## config.mk

```make
export PLATFORM = sky130hd
export DESIGN_NAME = ttt_token_accumulator_flat
export DESIGN_NICKNAME = d
export VERILOG_FILES = /design/src/rtl/ttt_pkg.sv /design/src/rtl/ttt_token_accumulator_if.sv /design/src/rtl/ttt_sat_add.sv /design/src/rtl/ttt_token_accumulator.sv /design/src/flat_wrapper.sv
export SDC_FILE = /design/constraint.sdc
export NUM_CORES = 1
export LEC_CHECK = 0
export BUFFER_PORTS_ARGS = -buffer_cell sky130_fd_sc_hd__buf_2
export CAP_MARGIN = 15
export CORE_UTILIZATION = 53
export DETAILED_ROUTE_END_ITERATION = 10
export PLACE_DENSITY = 0.8
export SETUP_SLACK_MARGIN = 0.1
export SLEW_MARGIN = 20
export SYNTH_ARGS = -nofsm -noshare
export SYNTH_HDL_FRONTEND = slang
export SYNTH_SLANG_ARGS = --single-unit
```

## constraint.sdc

```tcl
create_clock -name clk -period 3.3 [get_ports clk]
set_clock_uncertainty 0.2 [all_clocks]
set_input_delay 0.33 -clock clk [delete_from_list [all_inputs] [get_ports clk]]
set_output_delay 0.33 -clock clk [all_outputs]
set_load 0.05 [all_outputs]
```

## src/rtl/ttt_pkg.sv

```systemverilog
// ----------------------------------------------------------------------------
// ttt_pkg
// Shared definitions for the TTT connection network and the token
// accumulator: the 3-bit network instruction codes and the accumulator state
// encoding.
// ----------------------------------------------------------------------------
package ttt_pkg;

    // Instruction codes understood by the connection network.
    typedef enum logic [2:0] {
        INSTR_NOP         = 3'b000,
        INSTR_RESERVED    = 3'b001,
        INSTR_LOAD        = 3'b010,
        INSTR_ITER        = 3'b011,
        INSTR_PROG_GOOD   = 3'b100,
        INSTR_PROG_BAD    = 3'b101,
        INSTR_PROG_INDPTR = 3'b110,
        INSTR_PROG_INDEX  = 3'b111
    } instr_e;

    // Accumulator control states.
    typedef enum logic [1:0] {
        IDLE = 2'd0,
        LOAD = 2'd1,
        ITER = 2'd2
    } acc_state_e;

endpackage

```

## src/rtl/ttt_token_accumulator_if.sv

```systemverilog
// ----------------------------------------------------------------------------
// ttt_token_accumulator_if
// Link between the token accumulator and the TTT connection network.
//   net_instruction / net_processor_id : accumulator -> network
//   net_valid / net_done               : network stream flags
//   net_target_id                      : target processor of current entry
//   net_new_good_tokens / _bad_tokens  : signed per-connection deltas
// Modports: master = accumulator side, slave = network side.
// ----------------------------------------------------------------------------
interface ttt_token_accumulator_if #(
    parameter int NUM_PROCESSORS = 4,
    parameter int NEW_TOKEN_BITS = 4
);
    localparam int ID_W  = $clog2(NUM_PROCESSORS + 1);
    localparam int TGT_W = $clog2(NUM_PROCESSORS);

    logic [2:0]                       net_instruction;
    logic [ID_W-1:0]                  net_processor_id;
    logic                             net_valid;
    logic                             net_done;
    logic [TGT_W-1:0]                 net_target_id;
    logic signed [NEW_TOKEN_BITS-1:0] net_new_good_tokens;
    logic signed [NEW_TOKEN_BITS-1:0] net_new_bad_tokens;

    modport master (
        output net_instruction, net_processor_id,
        input  net_valid, net_done, net_target_id,
               net_new_good_tokens, net_new_bad_tokens
    );

    modport slave (
        input  net_instruction, net_processor_id,
        output net_valid, net_done, net_target_id,
               net_new_good_tokens, net_new_bad_tokens
    );
endinterface

```

## src/rtl/ttt_sat_add.sv

```systemverilog
// ----------------------------------------------------------------------------
// ttt_sat_add
// Combinational signed saturating adder: o_sum = clamp(i_acc + i_delta) to
// the ACC_BITS signed range. IN_BITS must not exceed ACC_BITS.
//   i_acc   : ACC_BITS signed accumulator value
//   i_delta : IN_BITS signed increment (sign-extended)
//   o_sum   : ACC_BITS signed saturated result
// ----------------------------------------------------------------------------
module ttt_sat_add #(
    parameter int IN_BITS  = 4,
    parameter int ACC_BITS = 8
) (
    input  logic signed [ACC_BITS-1:0] i_acc,
    input  logic signed [IN_BITS-1:0]  i_delta,
    output logic signed [ACC_BITS-1:0] o_sum
);
    localparam int SUM_W = ACC_BITS + 1;

    logic signed [SUM_W-1:0] w_sum;

    // One guard bit is enough: |delta| never exceeds the accumulator range.
    assign w_sum = SUM_W'(i_acc) + SUM_W'(i_delta);

    always_comb begin
        o_sum = w_sum[ACC_BITS-1:0];
        // Guard bit disagreeing with the result sign bit means overflow;
        // the guard bit gives the true sign of the sum.
        if (w_sum[ACC_BITS] != w_sum[ACC_BITS-1]) begin
            o_sum = w_sum[ACC_BITS] ? {1'b1, {(ACC_BITS-1){1'b0}}}
                                    : {1'b0, {(ACC_BITS-1){1'b1}}};
        end
    end
endmodule

```

## src/rtl/ttt_token_accumulator.sv

```systemverilog
// ----------------------------------------------------------------------------
// ttt_token_accumulator
// Runs the network's LOAD/ITER sequence for one source processor and adds the
// returned signed good/bad deltas into per-processor saturating counters.
//   clk, rst_n          : clock, synchronous active-low reset
//   start, source_id    : begin a run (IDLE, prog_en=0, id in range)
//   clear               : zero all counters (IDLE only)
//   prog_en/_instruction/_processor_id : forwarded to the network in IDLE
//   net (master)        : network instruction out, entry stream in
//   rd_id, rd_good, rd_bad : combinational counter read port
//   busy, finished, conn_count : run status
// ----------------------------------------------------------------------------
module ttt_token_accumulator
    import ttt_pkg::*;
#(
    parameter int NUM_PROCESSORS = 4,
    parameter int NEW_TOKEN_BITS = 4,
    parameter int TOKEN_BITS     = 8,
    localparam int ID_W  = $clog2(NUM_PROCESSORS + 1),
    localparam int TGT_W = $clog2(NUM_PROCESSORS),
    localparam int CNT_W = $clog2(NUM_PROCESSORS * NUM_PROCESSORS + 1)
) (
    input  logic                         clk,
    input  logic                         rst_n,
    input  logic                         start,
    input  logic [ID_W-1:0]              source_id,
    input  logic                         clear,
    input  logic                         prog_en,
    input  logic [2:0]                   prog_instruction,
    input  logic [ID_W-1:0]              prog_processor_id,
    ttt_token_accumulator_if.master      net,
    input  logic [TGT_W-1:0]             rd_id,
    output logic signed [TOKEN_BITS-1:0] rd_good,
    output logic signed [TOKEN_BITS-1:0] rd_bad,
    output logic                         busy,
    output logic                         finished,
    output logic [CNT_W-1:0]             conn_count
);
    acc_state_e                   r_state;
    acc_state_e                   w_state_next;
    logic [ID_W-1:0]              r_source;
    logic [CNT_W-1:0]             r_conn_count;
    logic                         r_finished;
    logic signed [TOKEN_BITS-1:0] r_good [NUM_PROCESSORS];
    logic signed [TOKEN_BITS-1:0] r_bad  [NUM_PROCESSORS];

    logic                         w_start_ok;
    logic                         w_clear_now;
    logic                         w_acc_en;
    logic [NUM_PROCESSORS-1:0]    w_wr_en;
    logic [2:0]                   w_net_instr;
    logic [ID_W-1:0]              w_net_pid;
    logic signed [TOKEN_BITS-1:0] w_good_sum;
    logic signed [TOKEN_BITS-1:0] w_bad_sum;

    assign w_start_ok  = (r_state == IDLE) && start && !prog_en &&
                         (int'(source_id) < NUM_PROCESSORS);
    assign w_clear_now = (r_state == IDLE) && clear;
    // done has priority over valid; out-of-range targets are dropped.
    assign w_acc_en    = (r_state == ITER) && net.net_valid && !net.net_done &&
                         (int'(net.net_target_id) < NUM_PROCESSORS);

    // Per-entry write enables decoded from the target id.
    for (genvar gi = 0; gi < NUM_PROCESSORS; gi++) begin : g_wr_en
        assign w_wr_en[gi] = w_acc_en && (net.net_target_id == TGT_W'(gi));
    end

    ttt_sat_add #(.IN_BITS(NEW_TOKEN_BITS), .ACC_BITS(TOKEN_BITS)) u_sat_good (
        .i_acc   (r_good[net.net_target_id]),
        .i_delta (net.net_new_good_tokens),
        .o_sum   (w_good_sum)
    );

    ttt_sat_add #(.IN_BITS(NEW_TOKEN_BITS), .ACC_BITS(TOKEN_BITS)) u_sat_bad (
        .i_acc   (r_bad[net.net_target_id]),
        .i_delta (net.net_new_bad_tokens),
        .o_sum   (w_bad_sum)
    );

    always_ff @(posedge clk) begin
        if (!rst_n) begin
            r_state <= IDLE;
        end else begin
            r_state <= w_state_next;
        end
    end

    always_comb begin
        w_state_next = r_state;
        w_net_instr  = INSTR_NOP;
        w_net_pid    = '0;
        case (r_state)
            IDLE: begin
                if (prog_en) begin
                    w_net_instr = prog_instruction;
                    w_net_pid   = prog_processor_id;
                end
                if (w_start_ok) begin
                    w_state_next = LOAD;
                end
            end
            LOAD: begin
                w_net_instr  = INSTR_LOAD;
                w_net_pid    = r_source;
                w_state_next = ITER;
            end
            ITER: begin
                w_net_instr = INSTR_ITER;
                w_net_pid   = r_source;
                if (net.net_done) begin
                    w_state_next = IDLE;
                end
            end
            default: w_state_next = IDLE;
        endcase
        // The network must see NOP while we are held in reset, even if the
        // programming path is active.
        if (!rst_n) begin
            w_net_instr = INSTR_NOP;
            w_net_pid   = '0;
        end
    end

    always_ff @(posedge clk) begin
        if (!rst_n) begin
            r_source     <= '0;
            r_conn_count <= '0;
            r_finished   <= 1'b0;
        end else begin
            r_finished <= (r_state == ITER) && net.net_done;
            if (w_start_ok) begin
                r_source     <= source_id;
                r_conn_count <= '0;
            end else if (w_acc_en) begin
                r_conn_count <= r_conn_count + CNT_W'(1);
            end
        end
    end

    always_ff @(posedge clk) begin
        if (!rst_n || w_clear_now) begin
            for (int i = 0; i < NUM_PROCESSORS; i++) begin
                r_good[i] <= '0;
                r_bad[i]  <= '0;
            end
        end else begin
            for (int i = 0; i < NUM_PROCESSORS; i++) begin
                if (w_wr_en[i]) begin
                    r_good[i] <= w_good_sum;
                    r_bad[i]  <= w_bad_sum;
                end
            end
        end
    end

    assign net.net_instruction  = w_net_instr;
    assign net.net_processor_id = w_net_pid;
    assign rd_good              = r_good[rd_id];
    assign rd_bad               = r_bad[rd_id];
    assign busy                 = (r_state != IDLE);
    assign finished             = r_finished;
    assign conn_count           = r_conn_count;
endmodule
```

## src/flat_wrapper.sv

```systemverilog
// flat-port wrapper written by rule: the top's interface ports become plain ports
module ttt_token_accumulator_flat import ttt_pkg::*;
#(
    parameter int NUM_PROCESSORS = 4,
    parameter int NEW_TOKEN_BITS = 4,
    parameter int TOKEN_BITS     = 8,
    localparam int ID_W  = $clog2(NUM_PROCESSORS + 1),
    localparam int TGT_W = $clog2(NUM_PROCESSORS),
    localparam int CNT_W = $clog2(NUM_PROCESSORS * NUM_PROCESSORS + 1)
)
  (clk, rst_n, start, source_id, clear, prog_en, prog_instruction, prog_processor_id, rd_id, rd_good, rd_bad, busy, finished, conn_count, net_net_instruction, net_net_processor_id, net_net_valid, net_net_done, net_net_target_id, net_net_new_good_tokens, net_net_new_bad_tokens);
  ttt_token_accumulator_if #(.NUM_PROCESSORS(NUM_PROCESSORS), .NEW_TOKEN_BITS(NEW_TOKEN_BITS)) net_i ();
  input  logic clk;
  input  logic rst_n;
  input  logic start;
  input  logic [ID_W-1:0] source_id;
  input  logic clear;
  input  logic prog_en;
  input  logic [2:0] prog_instruction;
  input  logic [ID_W-1:0] prog_processor_id;
  input  logic [TGT_W-1:0] rd_id;
  output logic signed [TOKEN_BITS-1:0] rd_good;
  output logic signed [TOKEN_BITS-1:0] rd_bad;
  output logic busy;
  output logic finished;
  output logic [CNT_W-1:0] conn_count;
  output wire logic [$bits(net_i.net_instruction)-1:0] net_net_instruction;
  output wire logic [$bits(net_i.net_processor_id)-1:0] net_net_processor_id;
  input wire logic [$bits(net_i.net_valid)-1:0] net_net_valid;
  input wire logic [$bits(net_i.net_done)-1:0] net_net_done;
  input wire logic [$bits(net_i.net_target_id)-1:0] net_net_target_id;
  input wire logic [$bits(net_i.net_new_good_tokens)-1:0] net_net_new_good_tokens;
  input wire logic [$bits(net_i.net_new_bad_tokens)-1:0] net_net_new_bad_tokens;
  assign net_net_instruction = net_i.net_instruction;
  assign net_net_processor_id = net_i.net_processor_id;
  assign net_i.net_valid = net_net_valid;
  assign net_i.net_done = net_net_done;
  assign net_i.net_target_id = net_net_target_id;
  assign net_i.net_new_good_tokens = net_net_new_good_tokens;
  assign net_i.net_new_bad_tokens = net_net_new_bad_tokens;
  ttt_token_accumulator #(.NUM_PROCESSORS(NUM_PROCESSORS), .NEW_TOKEN_BITS(NEW_TOKEN_BITS), .TOKEN_BITS(TOKEN_BITS)) u_core (.clk(clk), .rst_n(rst_n), .start(start), .source_id(source_id), .clear(clear), .prog_en(prog_en), .prog_instruction(prog_instruction), .prog_processor_id(prog_processor_id), .net(net_i), .rd_id(rd_id), .rd_good(rd_good), .rd_bad(rd_bad), .busy(busy), .finished(finished), .conn_count(conn_count));
endmodule
```

* Word-level counts from Yosys, hierarchy flattened *
Memory sizes are Yosys's and may differ from the RTL's.
Cells that the tools add are included.

cells by class
  $add $sub $neg = 3
  order comparisons = 1
  equal/unequal tests = 9
  mux-type cells = 35
  bitwise logic cells = 9
  reduce and logical (&&, ||, !) cells = 21

operators with widths
  operator                                                         count
  8-bit two-way mux                                                12
  8-bit by 4-bit adder with 9-bit output                           2
  1-bit two-way mux                                                14
  3-bit two-way mux                                                4
  1-bit logical AND                                                11
  3-bit one-hot mux with 3 select lines                            1
  1-bit bitwise OR                                                 8
  2-bit == test, second input constant                             3
  2-bit one-hot mux with 3 select lines                            1
  3-bit one-hot mux with 2 select lines                            1
  5-bit by 1-bit adder with 5-bit output, second input constant    1
  2-bit by 1-bit == test with 1-bit output, second input constant  2
  2-bit logical NOT                                                2
  2-bit two-way mux                                                2
  2-bit OR reduction                                               2
  1-bit logical NOT                                                3
  3-bit < comparator, second input constant                        1
  1-bit != test                                                    2
  2-bit by 1-bit != test with 1-bit output, second input constant  1
  2-bit != test, second input constant                             1
  2-bit AND reduction                                              1
  2-bit nonzero test                                               1
  1-bit logical OR                                                 1
  1-bit inverter                                                   1

word-level totals
  bits in registers = 11
  RAM bits = 64
  bits of input ports = 28
  output and inout port bits = 29
  logic and storage cells = 84
  memories = 2

memories
  memory         words  bits a word  rd ports  clocked after Yosys merged registers in  wr ports  RTL line                     RTL
  u_core.r_bad   4      8            2         0                                        4         ttt_token_accumulator.sv:45  logic signed [TOKEN_BITS-1:0] r_bad [NUM_PROCESSORS];
  u_core.r_good  4      8            2         0                                        4         ttt_token_accumulator.sv:44  logic signed [TOKEN_BITS-1:0] r_good [NUM_PROCESSORS];

* Depth between registers and ports, before layout *
  depth in word-level cells = 8
  gate-level depth with buffers = 12
  gate-level depth less buffers = 10

* Hierarchy *
From an unflattened synthesis, not the netlist that was laid out.

second synthesis, totals
  cells, all modules = 443
  area, all modules = 5192.5 µm²

by module, submodules not included
  module                            times used  cells an instance  area each (µm²)  sequential area each (µm²)
  ttt_token_accumulator             1           255                3872.5           2142.1
  ttt_sat_add at u_core.u_sat_good  1           97                 660.6            0.0
  ttt_sat_add at u_core.u_sat_bad   1           91                 659.4            0.0

* Least setup slack after synthesis *
Ideal clock, no wire load.

  kind = input-to-reg
  start point = input port net_net_target_id[1]
  end point = memory u_core.r_good[3][2], data pin
  setup time = 144 ps
  arrival = 2971 ps
  data required time = 2956 ps
  setup slack = -15 ps
  stages = 12
  buffers on the path = 2
  cell sequence = buf_1 -> clkbuf_1 -> mux4_2 -> ha_1 -> inv_1 -> fa_1 -> nand2b_1 -> a211oi_1 -> o22ai_1 -> nor3_2 -> a31oi_1 -> nor2_1

RTL lines
  item                RTL line                     RTL
  start: declaration  flat_wrapper.sv:31           input wire logic [$bits(net_i.net_target_id)-1:0] net_net_target_id;
  end: declaration    ttt_token_accumulator.sv:44

==> impl_metrics.toml <==
[routing]
postRouteAntennaNets = 0
vias = 3459
wirelength_um = 10700
drc = 0
vias_per_cell = 5.98
drt-wirelength-per-cell_um = 18.6
drt_iter0_markers = 226
firstDrtPassIters = 5

[placement]
place_congestion = 0.776
io_buffers = 56
dpl_worst_slack_ns = -0.153
hpwl_um = 7400

[synth]
yosysTopAreaCellShare_pct = 42.8
synth_xor_area_share_pct = 2.51
yosys_warnings = 0
synth_top_family_by_area = "multiplexers"
syn_area_sq_um = 4490
synth-edff-count = 64
yosysSeqAreaShare_pct = 47.7
yosysTopAreaCell = "edfxtp_1"
synth_compound_area_share_pct = 7.57
synth_top_flop_cell = "edfxtp_1"
synth-adder-area-share_pct = 8.71
synthMuxAreaShare_pct = 16.7
syn_area_per_cell_sq_um = 12.1
synth.distinct_cells = 55
ys_seq_elements = 75
synth-simple-area-share_pct = 14.0
async_flop_share_pct = 0
synthTopCellsByArea = "edfxtp_1 43%, mux4_2 16%, nor2_1 6.3%"
syn_nets = 423
synthCells = 372

[clocking]
ctsHoldBuffers = 0
clock_path_buffers = 2
cts_buffers = 9
htree_levels = 3
cts.clk_slew.worst_paths_ns = 0.07
root_buffer = "clkbuf_8"
insertion_delay_ns = 0.34
cts_sinks = 75
cts_tree = "yes"

[die]
initial_core_util_pct = 54.7
die_area_sq_um = 8850
die_w_um = 94.1
io_pins = 57
core_sq_um = 8220
die_h_um = 94.1
num_rows = 33

[worst_setup_path]
end_kind = "flip-flop"
criticalPathCategory = "reg -> reg"
worstPathRequired_ns = 3.16
crit_path_start_kind = "flip-flop"
worstPathArrival_ns = 3.04
path_max_fanout = 8

[run_status]
status = "completed"

[global_route]
grt_max_degree = 17
grt_pass1_wl_um = 16700
grt.total_usage_pct = 25.4
antenna_found_initial = 0
grt_overflow = 0
grt_pass1_vias = 3454

[timing]
timing.fmax_mhz = 315
rsz0062_at_grt = "true"
period_needed_ns = 3.18
hold_viol_final = 0
slew_violations = 0
finalSetupViolations = 0
timing.final.crit_share_pct = 96.3
worst_slack_ns = 0.121
tightest_slew_ns = 0.816
slew_headroom_pct = 45.6
hold_slack_ns = 0.0468

[hold_path]
hold_class = "in -> reg"

[cells_and_area]
final_cell_mix = "76 x nor2_1, 64 x edfxtp_1, 56 x buf_2"
num_antenna_cells = 0
mostFrequentLayoutCell = "nor2_1"
final_util_pct = 66.1
drive_gt1_share_pct = 35.3
final_nets = 520
fillers = 608
area_growth_pct = 20.8

[power]
power_uw = 2400
irDropWorstVdd_mv = 0.219
leakagePower_uw = 0.00228
power_density_nw_per_um2 = 443

[run]
drv_cap = 0
-- report_power, final --
part | switching, uW | internal, uW | total, uW
logic | 413 | 302 | 715
clock network | 303 | 289 | 592
registers | 23.7 | 1070 | 1100
-- layout make-up --
cell class / instances / area (sq um) / share of cell area (%)
multi-input combinational: 265 / 2280 / 42.0
sequential: 75 / 2140 / 39.4
timing repair buffer: 104 / 666 / 12.3
clock buffer: 14 / 153 / 2.81
tap: 105 / 131 / 2.42
inverter: 14 / 52.6 / 0.968
clock inverter: 1 / 3.75 / 0.0691
-- repair_timing --
| action | 4_1_cts | 5_1_grt |
|---|---|---|
| gates resized for setup | 0 | 11 |
| buffers inserted | 0 | 1 |
| endpoints found under the setup margin | 0 | 37 |
| hold endpoints to repair | 0 | 0 |
-- final timing paths --
check | start | end | slack (ns) | cells past startpoint
worst max-delay path | u_core.r_bad[3][0] | u_core.r_bad[1][1] | 0.12 | 10
worst max register to register | u_core.r_bad[3][0] | u_core.r_bad[1][1] | 0.12 | 10
worst min-delay path | source_id[0] | u_core.r_source[0] | 0.05 | 3
worst min register to register | u_core.r_source[2] | u_core.r_source[2] | 0.29 | 1
-- critical path, stage by stage (launching register included) --
cell and delay (ns):
edfxtp_1 0.40, mux4_2 0.49, ha_1 0.21, inv_1 0.07, fa_1 0.19, nand2b_1 0.12
a21oi_2 0.08, a2111oi_0 0.51, mux2_4 0.32, maj3_1 0.25, nor2_1 0.07
-- cells in the mapped netlist, drive strengths merged (3+ instances only) --
| cell type | instances |
|---|---|
| a211oi | 4 |
| a21oi | 22 |
| a22oi | 3 |
| and2 | 5 |
| and3 | 4 |
| buf | 5 |
| clkbuf | 13 |
| dfxtp | 11 |
| edfxtp | 64 |
| ha | 21 |
| inv | 14 |
| maj3 | 8 |
| mux4 | 32 |
| nand2 | 9 |
| nand2b | 8 |
| nand3 | 5 |
| nor2 | 76 |
| nor2b | 9 |
| nor3 | 4 |
| o21ai | 12 |
| xnor2 | 4 |
| xor2 | 8 |
-- through the flow --
step | setup TNS (ns) | area [sq um] | std cells
2_1_floorplan | 0 | 4500 | 372
3_3_place_gp | -0.00297 | 5220 | 562
3_5_place_dp | -2.57 | 5220 | 562
4_1_cts | 0 | 5370 | 577
5_1_grt | -0.0109 | 5430 | 578
6_report | 0 | 5430 | 578
-- kinds of logic (layout without fill, tap and decap cells) --
| kind of cell | count (synthesis) | after routing |
|---|---|---|
| muxes | 35 | 35 |
| xor gates and xnor gates | 12 | 12 |
| buffers and inverters | 32 | 133 |
| AOI/OAI and AO/OA | 55 | 55 |
| and+or+nand+nor | 132 | 132 |
| DFF | 75 | 75 |
| adders and majority gates | 31 | 31 |
-- sequential cells by signal, indices dropped and copies added, names as in the netlist --
register,flops
u_core.conn_count,5
u_core.r_bad,32
u_core.r_source,3
u_core.finished,1
u_core.r_good,32
u_core.r_state,2
-- per-layer routing --
metal | vias up | GRT usage, % | wire length (um)
met3 | 22 | 3.40 | 623
met1 | 1688 | 31.3 | 4310
li1 | 1584 | - | -
met5 | - | 0 | 0
met2 | 165 | 45.7 | 5620
met4 | 0 | 8.85 | 175
Note: power is estimated with default switching activity, not from simulation.
